--- src/rtl/multiplicador_seq.sv ---
// Sequential 4x4 unsigned shift-and-add multiplier driving an external 4-bit adder.
// One operation takes 4 CALC cycles followed by one FIM cycle with pronto high.
//
//   state | meaning
//   ------+-----------------------------------------------------------
//   IDLE  | waiting for start; operands captured on the accepting edge
//   CALC  | one add-and-shift step per cycle, cnt counts 0..3
//   FIM   | produto holds a fresh result, pronto high for one cycle
module multiplicador_seq (
  input  logic       clk,
  input  logic       rst_n,
  input  logic       start,
  input  logic [3:0] a,
  input  logic [3:0] b,
  output logic [3:0] add_a,
  output logic [3:0] add_b,
  output logic       add_cin,
  input  logic [3:0] add_s,
  input  logic       add_cout,
  output logic [7:0] produto,
  output logic       ocupado,
  output logic       pronto
);

  typedef enum logic [1:0] {
    IDLE = 2'd0,
    CALC = 2'd1,
    FIM  = 2'd2
  } state_t;

  state_t     state;
  state_t     state_nxt;
  logic [3:0] m;
  logic [3:0] acc;
  logic [3:0] q;
  logic [1:0] cnt;

  // Adder operands: partial product is M when the current multiplier bit is set.
  assign add_a   = acc;
  assign add_b   = q[0] ? m : 4'h0;
  assign add_cin = 1'b0;

  assign ocupado = (state == CALC);
  assign pronto  = (state == FIM);

  // State register.
  always_ff @(posedge clk or negedge rst_n) begin
    if (!rst_n) begin
      state <= IDLE;
    end else begin
      state <= state_nxt;
    end
  end

  // Next-state logic; start is only looked at in IDLE.
  always_comb begin
    state_nxt = state;
    case (state)
      IDLE:    if (start) state_nxt = CALC;
      CALC:    if (cnt == 2'd3) state_nxt = FIM;
      FIM:     state_nxt = IDLE;
      default: state_nxt = IDLE;
    endcase
  end

  // Datapath: operand capture, add-and-shift steps, result load on the last step.
  always_ff @(posedge clk or negedge rst_n) begin
    if (!rst_n) begin
      m       <= 4'h0;
      acc     <= 4'h0;
      q       <= 4'h0;
      cnt     <= 2'd0;
      produto <= 8'h00;
    end else begin
      case (state)
        IDLE: begin
          if (start) begin
            m   <= a;
            q   <= b;
            acc <= 4'h0;
            cnt <= 2'd0;
          end
        end
        CALC: begin
          acc <= {add_cout, add_s[3:1]};
          q   <= {add_s[0], q[3:1]};
          cnt <= cnt + 2'd1;
          // Final step: the post-shift {ACC,Q} is the product.
          if (cnt == 2'd3) begin
            produto <= {add_cout, add_s, q[3:1]};
          end
        end
        default: begin
        end
      endcase
    end
  end

endmodule

--- config.mk ---
export PLATFORM = sky130hd
export DESIGN_NAME = multiplicador_seq
export DESIGN_NICKNAME = d
export VERILOG_FILES = /design/src/rtl/multiplicador_seq.sv
export SDC_FILE = /design/constraint.sdc
export NUM_CORES = 1
export LEC_CHECK = 0
export CORE_ASPECT_RATIO = 0.75
export CORE_MARGIN = 3
export CORE_UTILIZATION = 40
export DETAILED_ROUTE_END_ITERATION = 8
export PLACE_DENSITY = 0.77
export REMOVE_ABC_BUFFERS = 1
export SYNTH_ARGS = -nofsm -noshare
export SYNTH_HDL_FRONTEND = slang
export SYNTH_SLANG_ARGS = --single-unit
--- constraint.sdc ---
create_clock -name clk -period 1.1 [get_ports clk]
set_input_delay 0.165 -clock clk [delete_from_list [all_inputs] [get_ports clk]]
set_output_delay 0.165 -clock clk [all_outputs]
set_load 0.05 [all_outputs]
==> flow_summary.json <==
{
  "grt_max_degree": 25,
  "powerDensity_nw_per_um2": 3620,
  "num_io_pins": 35,
  "cts_max_level": 1,
  "top_layer": "met4",
  "critPathSlowestCell": "dfrtp_2",
  "grt_pass1_wl_um": 4430,
  "holdWs_ns": 0.170,
  "cts_tree": "yes",
  "syn_inst": 77,
  "ys_warn_count": 0,
  "cts_sinks": 24,
  "layout.area.seq_um2": 603,
  "internal_power_w": 0.00420,
  "min_period_over_period_pct": 127,
  "diodes": 0,
  "layout_min_cycle_time_ns": 1.39,
  "p_seq_share_pct": 24.9,
  "routed_wl_um": 3070,
  "core_um2": 2400,
  "multi_input_area_um2": 579,
  "hold_violations": 0,
  "areaGrowthSynthToFinish_pct": 88.2,
  "cpPeakStageDelay_ns": 0.49,
  "postSynthAreaPerCell_um2": 13.8,
  "pwr-share-comb_pct": 68.6,
  "ys_seq_area_share_pct": 56.5,
  "wire_per_inst_um": 18.5,
  "crit_type": "flop to flop",
  "firstDrtPassIters": 6,
  "wl_met3_um": 164,
  "final_core_util_pct": 83.2,
  "post-place-ws_ns": -0.324,
  "clockRootBuffer": "clkbuf_4",
  "drive_above_1_share_pct": 61.4,
  "drv_cap": 0,
  "dr_total_vias": 854,
  "netlist.area_leader.share_pct": 56.5,
  "path_cells": "buf_6 -> nor3b_4 -> mux2_2",
  "io_buffer_count": 33,
  "end_kind": "flop",
  "clock_path_buffers": 2,
  "yosys-top-cells-area": "dfrtp_1 57%, mux2_2 14%, a22o_1 4.1%",
  "startpoint_type": "flop",
  "setup_viol_count_final": 29,
  "ys_types": 20,
  "grt_pass1_vias": 883,
  "fin_nets": 150,
  "met1_length_um": 1220,
  "path_clk_slew_ns": 0.13,
  "p_sw_share_pct": 42.0,
  "violations": "setup timing",
  "met2_length_um": 1630,
  "worst-path-buf-inv": 1,
  "die_y_um": 50.6,
  "yosys.area.top_type": "dfrtp_1",
  "dp_hpwl_um": 1760,
  "drt_iter0_markers": 16,
  "numCtsBuffers": 3,
  "switching_power_w": 0.00304,
  "cts_hold_buf": 0,
  "layout_setup_ws_ns": -0.292,
  "crit_family": "flip-flops",
  "p_leak_nw": 0.916,
  "remaining_drc_errors": 0,
  "path_max_fanout": 5,
  "grt_overflow": 0,
  "viasPerCell": 5.14,
  "clkPwrFrac_pct": 6.6,
  "clk_latency_ns": 0.32,
  "worst_ep_required_time_ns": 1.32,
  "fmaxAchievable_ghz": 0.718,
  "grt_setup_unrepaired": "yes",
  "fillerInstances": 125,
  "die_area_um2": 3320,
  "syn-cell-area_um2": 1060,
  "start_util_pct": 44.2,
  "synth_seq_cells": 24,
  "ant_nets": 0,
  "die_x_um": 65.5,
  "hp-class": "input pin to async pin",
  "antenna_found_initial": 0,
  "status": "complete, but fails checks",
  "ir_drop_mv": 2.21,
  "finClkSkew_ns": 0.00155,
  "rows": 15,
  "routabilityCongestion": 0.750,
  "grtUsageTotal_pct": 18.3,
  "slew_violations": 0,
  "arrival_ns": 1.61
}
==> layer usage <==
layer,up-vias,global-route usage (%)
met5,-,0
met4,0,6.21
met3,4,6.26
met2,28,30.6
met1,439,22.1
li1,383,-
==> synth_stat cells <==
cell type / instances
a22o_1: 5
and2_1: 4
nor3b_4: 1
buf_6: 1
nand2b_1: 2
o21bai_4: 1
buf_2: 1
nand3b_4: 1
mux2_2: 13
nor3b_1: 3
dfrtp_1: 24
a21oi_1: 1
a221oi_1: 1
buf_4: 2
nor2b_1: 2
inv_1: 6
a211oi_1: 3
conb_1: 1
ha_1: 1
nor4b_1: 4
==> metrics by stage <==
step / cell area (um^2) / TNS [ns] / total power [W] / std cells
after floorplan: 1030 / -8.71 / 0.00367 / 73
after global placement: 1660 / -4.07 / 0.00567 / 147
after detailed placement: 1660 / -4.89 / 0.00580 / 147
after CTS: 1890 / -3.82 / 0.00684 / 158
after global routing: 2000 / -5.09 / 0.00752 / 166
final: 2000 / -4.00 / 0.00724 / 166
==> worst paths after layout <==
check | from | end | slack, ns | cells past startpoint
worst max-delay path | state[0] | m[1] | -0.29 | 3
worst min-delay path | rst_n | add_a[3] | 0.17 | 2
worst max register to register | state[0] | m[1] | -0.29 | 3
worst min register to register | m[0] | m[0] | 0.53 | 1
max in group asynchronous | rst_n | state[1] | 0.78 | 2
min in group clk | add_s[0] | q[3] | 0.42 | 3
==> cells in the final DEF (no fill, tap or decap), types with 2 or more instances in the layout <==
master            n
inv_1             6
o21bai_4          2
dfrtp_1          22
nor3b_2           3
a211oi_2          2
buf_6             6
a22o_1            5
mux2_2           11
and2_4            4
nor4b_4           4
clkdlybuf4s50_1  15
dfrtp_2           2
buf_4            11
mux2_4            2
nand3b_4          2
clkbuf_4          3
buf_12           20
==> kinds of logic after synthesis <==
family / Yosys count / share of synthesized area, %
compound gates: 11 / 9.30
other cells: 1 / 0.353
simple gates: 17 / 13.8
fa+ha+maj: 1 / 1.18
flops: 24 / 56.5
mux: 13 / 13.8
buf+inv: 10 / 5.06
==> worst register-to-register path: cells and delay by family, from the launching register on <==
| kind | cells | cell delay (ns) |
|---|---|---|
| DFF | 1 | 0.49 |
| muxes | 1 | 0.38 |
| and+or+nand+nor | 1 | 0.28 |
| buffers and inverters | 1 | 0.14 |
==> power groups by stage <==
stage / logic (W) / clock network (W) / registers (W)
floorplan: 0.00125 / 0 / 0.00242
global placement: 0.00392 / 0 / 0.00176
detailed placement: 0.00400 / 0 / 0.00180
CTS: 0.00458 / 0.000488 / 0.00178
global route: 0.00516 / 0.000532 / 0.00183
finish: 0.00496 / 0.000475 / 0.00180
==> area by class of cell <==
class | count | area share, %
Timing Repair Buffer | 53 | 35.8
Tap cell | 34 | 2.13
Multi-Input combinational cell | 45 | 29.0
Inverter | 6 | 1.13
Sequential cell | 24 | 30.2
Clock buffer | 4 | 1.81
==> state kept, by name, indices dropped and copies added (netlist names) <==
signal,cells
add_a,4
produto,8
state,2
q,4
cnt,2
m,4
==> repair_timing <==
| item | 4_1_cts | 5_1_grt |
|---|---|---|
| cloned | 1 | 1 |
| setup endpoints to repair | 31 | 41 |
| buffers inserted | 7 | 7 |
| pin swaps | 1 | 10 |
| hold endpoints to repair | 0 | 0 |
| gates resized for setup | 30 | 8 |
No activity file was read; power rests on OpenSTA's default activity.
==> edit: new RTL, config.mk and constraints unchanged <==
Register the inputs `start`, `a`, `b`, `add_s` and `add_cout` before use, without a reset. The logic sees them one clock later. Comments in the files are not updated.
--- a/src/rtl/multiplicador_seq.sv
+++ b/src/rtl/multiplicador_seq.sv
@@ -30,2 +30,16 @@
 
+  logic start_q;
+  logic [3:0] a_q;
+  logic [3:0] b_q;
+  logic [3:0] add_s_q;
+  logic add_cout_q;
+
+  always_ff @(posedge clk) begin
+    start_q    <= start;
+    a_q        <= a;
+    b_q        <= b;
+    add_s_q    <= add_s;
+    add_cout_q <= add_cout;
+  end
+
   state_t     state;
@@ -58,3 +72,3 @@
     case (state)
-      IDLE:    if (start) state_nxt = CALC;
+      IDLE:    if (start_q) state_nxt = CALC;
       CALC:    if (cnt == 2'd3) state_nxt = FIM;
@@ -76,5 +90,5 @@
         IDLE: begin
-          if (start) begin
-            m   <= a;
-            q   <= b;
+          if (start_q) begin
+            m   <= a_q;
+            q   <= b_q;
             acc <= 4'h0;
@@ -84,4 +98,4 @@
         CALC: begin
-          acc <= {add_cout, add_s[3:1]};
-          q   <= {add_s[0], q[3:1]};
+          acc <= {add_cout_q, add_s_q[3:1]};
+          q   <= {add_s_q[0], q[3:1]};
           cnt <= cnt + 2'd1;
@@ -89,3 +103,3 @@
           if (cnt == 2'd3) begin
-            produto <= {add_cout, add_s, q[3:1]};
+            produto <= {add_cout_q, add_s_q, q[3:1]};
           end
Formal check against the unedited RTL: not equivalent (a bounded check fails within 4 cycles, from zero or initial values and one cycle with rst_n low).
==> edit against the unedited design <==
The flow still finishes with violations (negative setup slack). Sequential cell count increased by 14. Sequential power increased by 32%. Fmax grew 5.2%. Clock skew is 0.0066 ns higher. Routed wire length down 11%. Power increased by 5.9%. Critical path depth unchanged. Global-route usage is 3.6 points lower. Worst hold slack better by 0.056 ns. Area after synthesis up 21%. Largest cell class is now sequential cells. Setup slack improved by 0.069 ns. Largest power group unchanged. Cell area grew 5.9%.
==> edit: results (changes against the unedited design) <==
[status]
status = finished, violations left  ; unchanged
violations = negative setup slack  ; unchanged

[route]
routed_wl_mm = 2.72  ; was 3.07 mm
dr.pass1.iters = 4  ; was 6
drt_iter0_markers = 34  ; was 16
wl_met2_mm = 1.32  ; was 1.63 mm
wl_met1_mm = 1.17  ; was 1.22 mm

[yosys]
yosys-mux-area-fraction_pct = 11.3  ; was 13.8%
synthAdderAreaFrac_pct = 0.977  ; was 1.18%
yosys-top-cells-count = dfrtp_1, dfxtp_1, mux2_2, a22o_1  ; was dfrtp_1, mux2_2, inv_1, a22o_1
synth_area_leaders = dfrtp_1, dfxtp_1, mux2_2  ; was dfrtp_1, mux2_2, a22o_1
syn_avg_cell_area_um2 = 15.8  ; was 13.8 um2
synth_compound_area_share_pct = 8.69  ; was 9.31%

[sta]
setup_violations = 29  ; unchanged
finClkSkew_ns = 0.00815  ; was 0.00155 ns
setup_slack_ns = -0.223  ; was -0.292 ns

[clock_network]
clkTransAtPathRegs_ns = 0.07  ; was 0.13 ns
insertion_delay_ns = 0.28  ; was 0.32 ns
numCtsBuffers = 5  ; was 3
post_cts_buffers = 6  ; was 7
cts.sinks = 38  ; was 24
htreeDepth = 2  ; was 1
root_buffer = clkbuf_8  ; was clkbuf_4

[final_layout]
inverters = 2  ; was 6
seq_share_pct = 41.7  ; was 30.2%
clk_share_pct = 3.61  ; was 1.81%
signal_buffers = 49  ; was 53
multi_input_gates = 39  ; was 45
layout-drive-gt1-share_pct = 51.9  ; was 61.4%
stdcell_count = 173  ; was 166

[placement]
place_inst = 157  ; was 147
hpwl_mm = 1.72  ; was 1.76 mm

[worst_setup_path]
timing.rr.start = state[1]  ; was state[0]
path_max_fanout = 6  ; was 5

[global_route]
grt_pass1_wl_mm = 4.24  ; was 4.43 mm
grtUsageMet3_pct = 5.96  ; was 6.26%
grtUsageMet1_pct = 18.7  ; was 22.1%

[power_and_ir_drop]
pwr-share-seq_pct = 30.9  ; was 24.9%
peakVddDrop_mv = 2.18  ; was 2.21 mV
clkPwrFrac_pct = 11.3  ; was 6.6%
p_sw_mw = 2.95  ; was 3.04 mW

-- edit: stage by stage --
step	TNS, ns	power (mW)	instance area, um2	utilization, %
2_1_floorplan	-2.78	4.18	1260	-
5_1_grt	-5.87	7.99	2120	70.6
3_5_place_dp	-3.61	6.19	1890	62.9
6_report	-4.83	7.67	2120	70.6
3_3_place_gp	-2.95	6.09	1890	62.9
4_1_cts	-4.45	7.49	2070	69.2
-- edit: worst reg2reg max path, delay by kind of cell (launching register included) --
kind | cells | cell delay, ns
buffers and inverters | 1 | 0.14
AO/OA/AOI/OAI | 1 | 0.14
AND/OR/NAND/NOR | 1 | 0.49
flip-flops | 1 | 0.44
-- edit: worst min path at each step --
stage | start | end | slack (ns)
global route | rst_n | add_a[0] | 0.24
finish | rst_n | add_a[0] | 0.23
detailed placement | a_q[1] | m[1] | 0.45
global placement | a_q[1] | m[1] | 0.44
CTS | rst_n | add_a[0] | 0.23
floorplan | rst_n | add_a[0] | -0.13
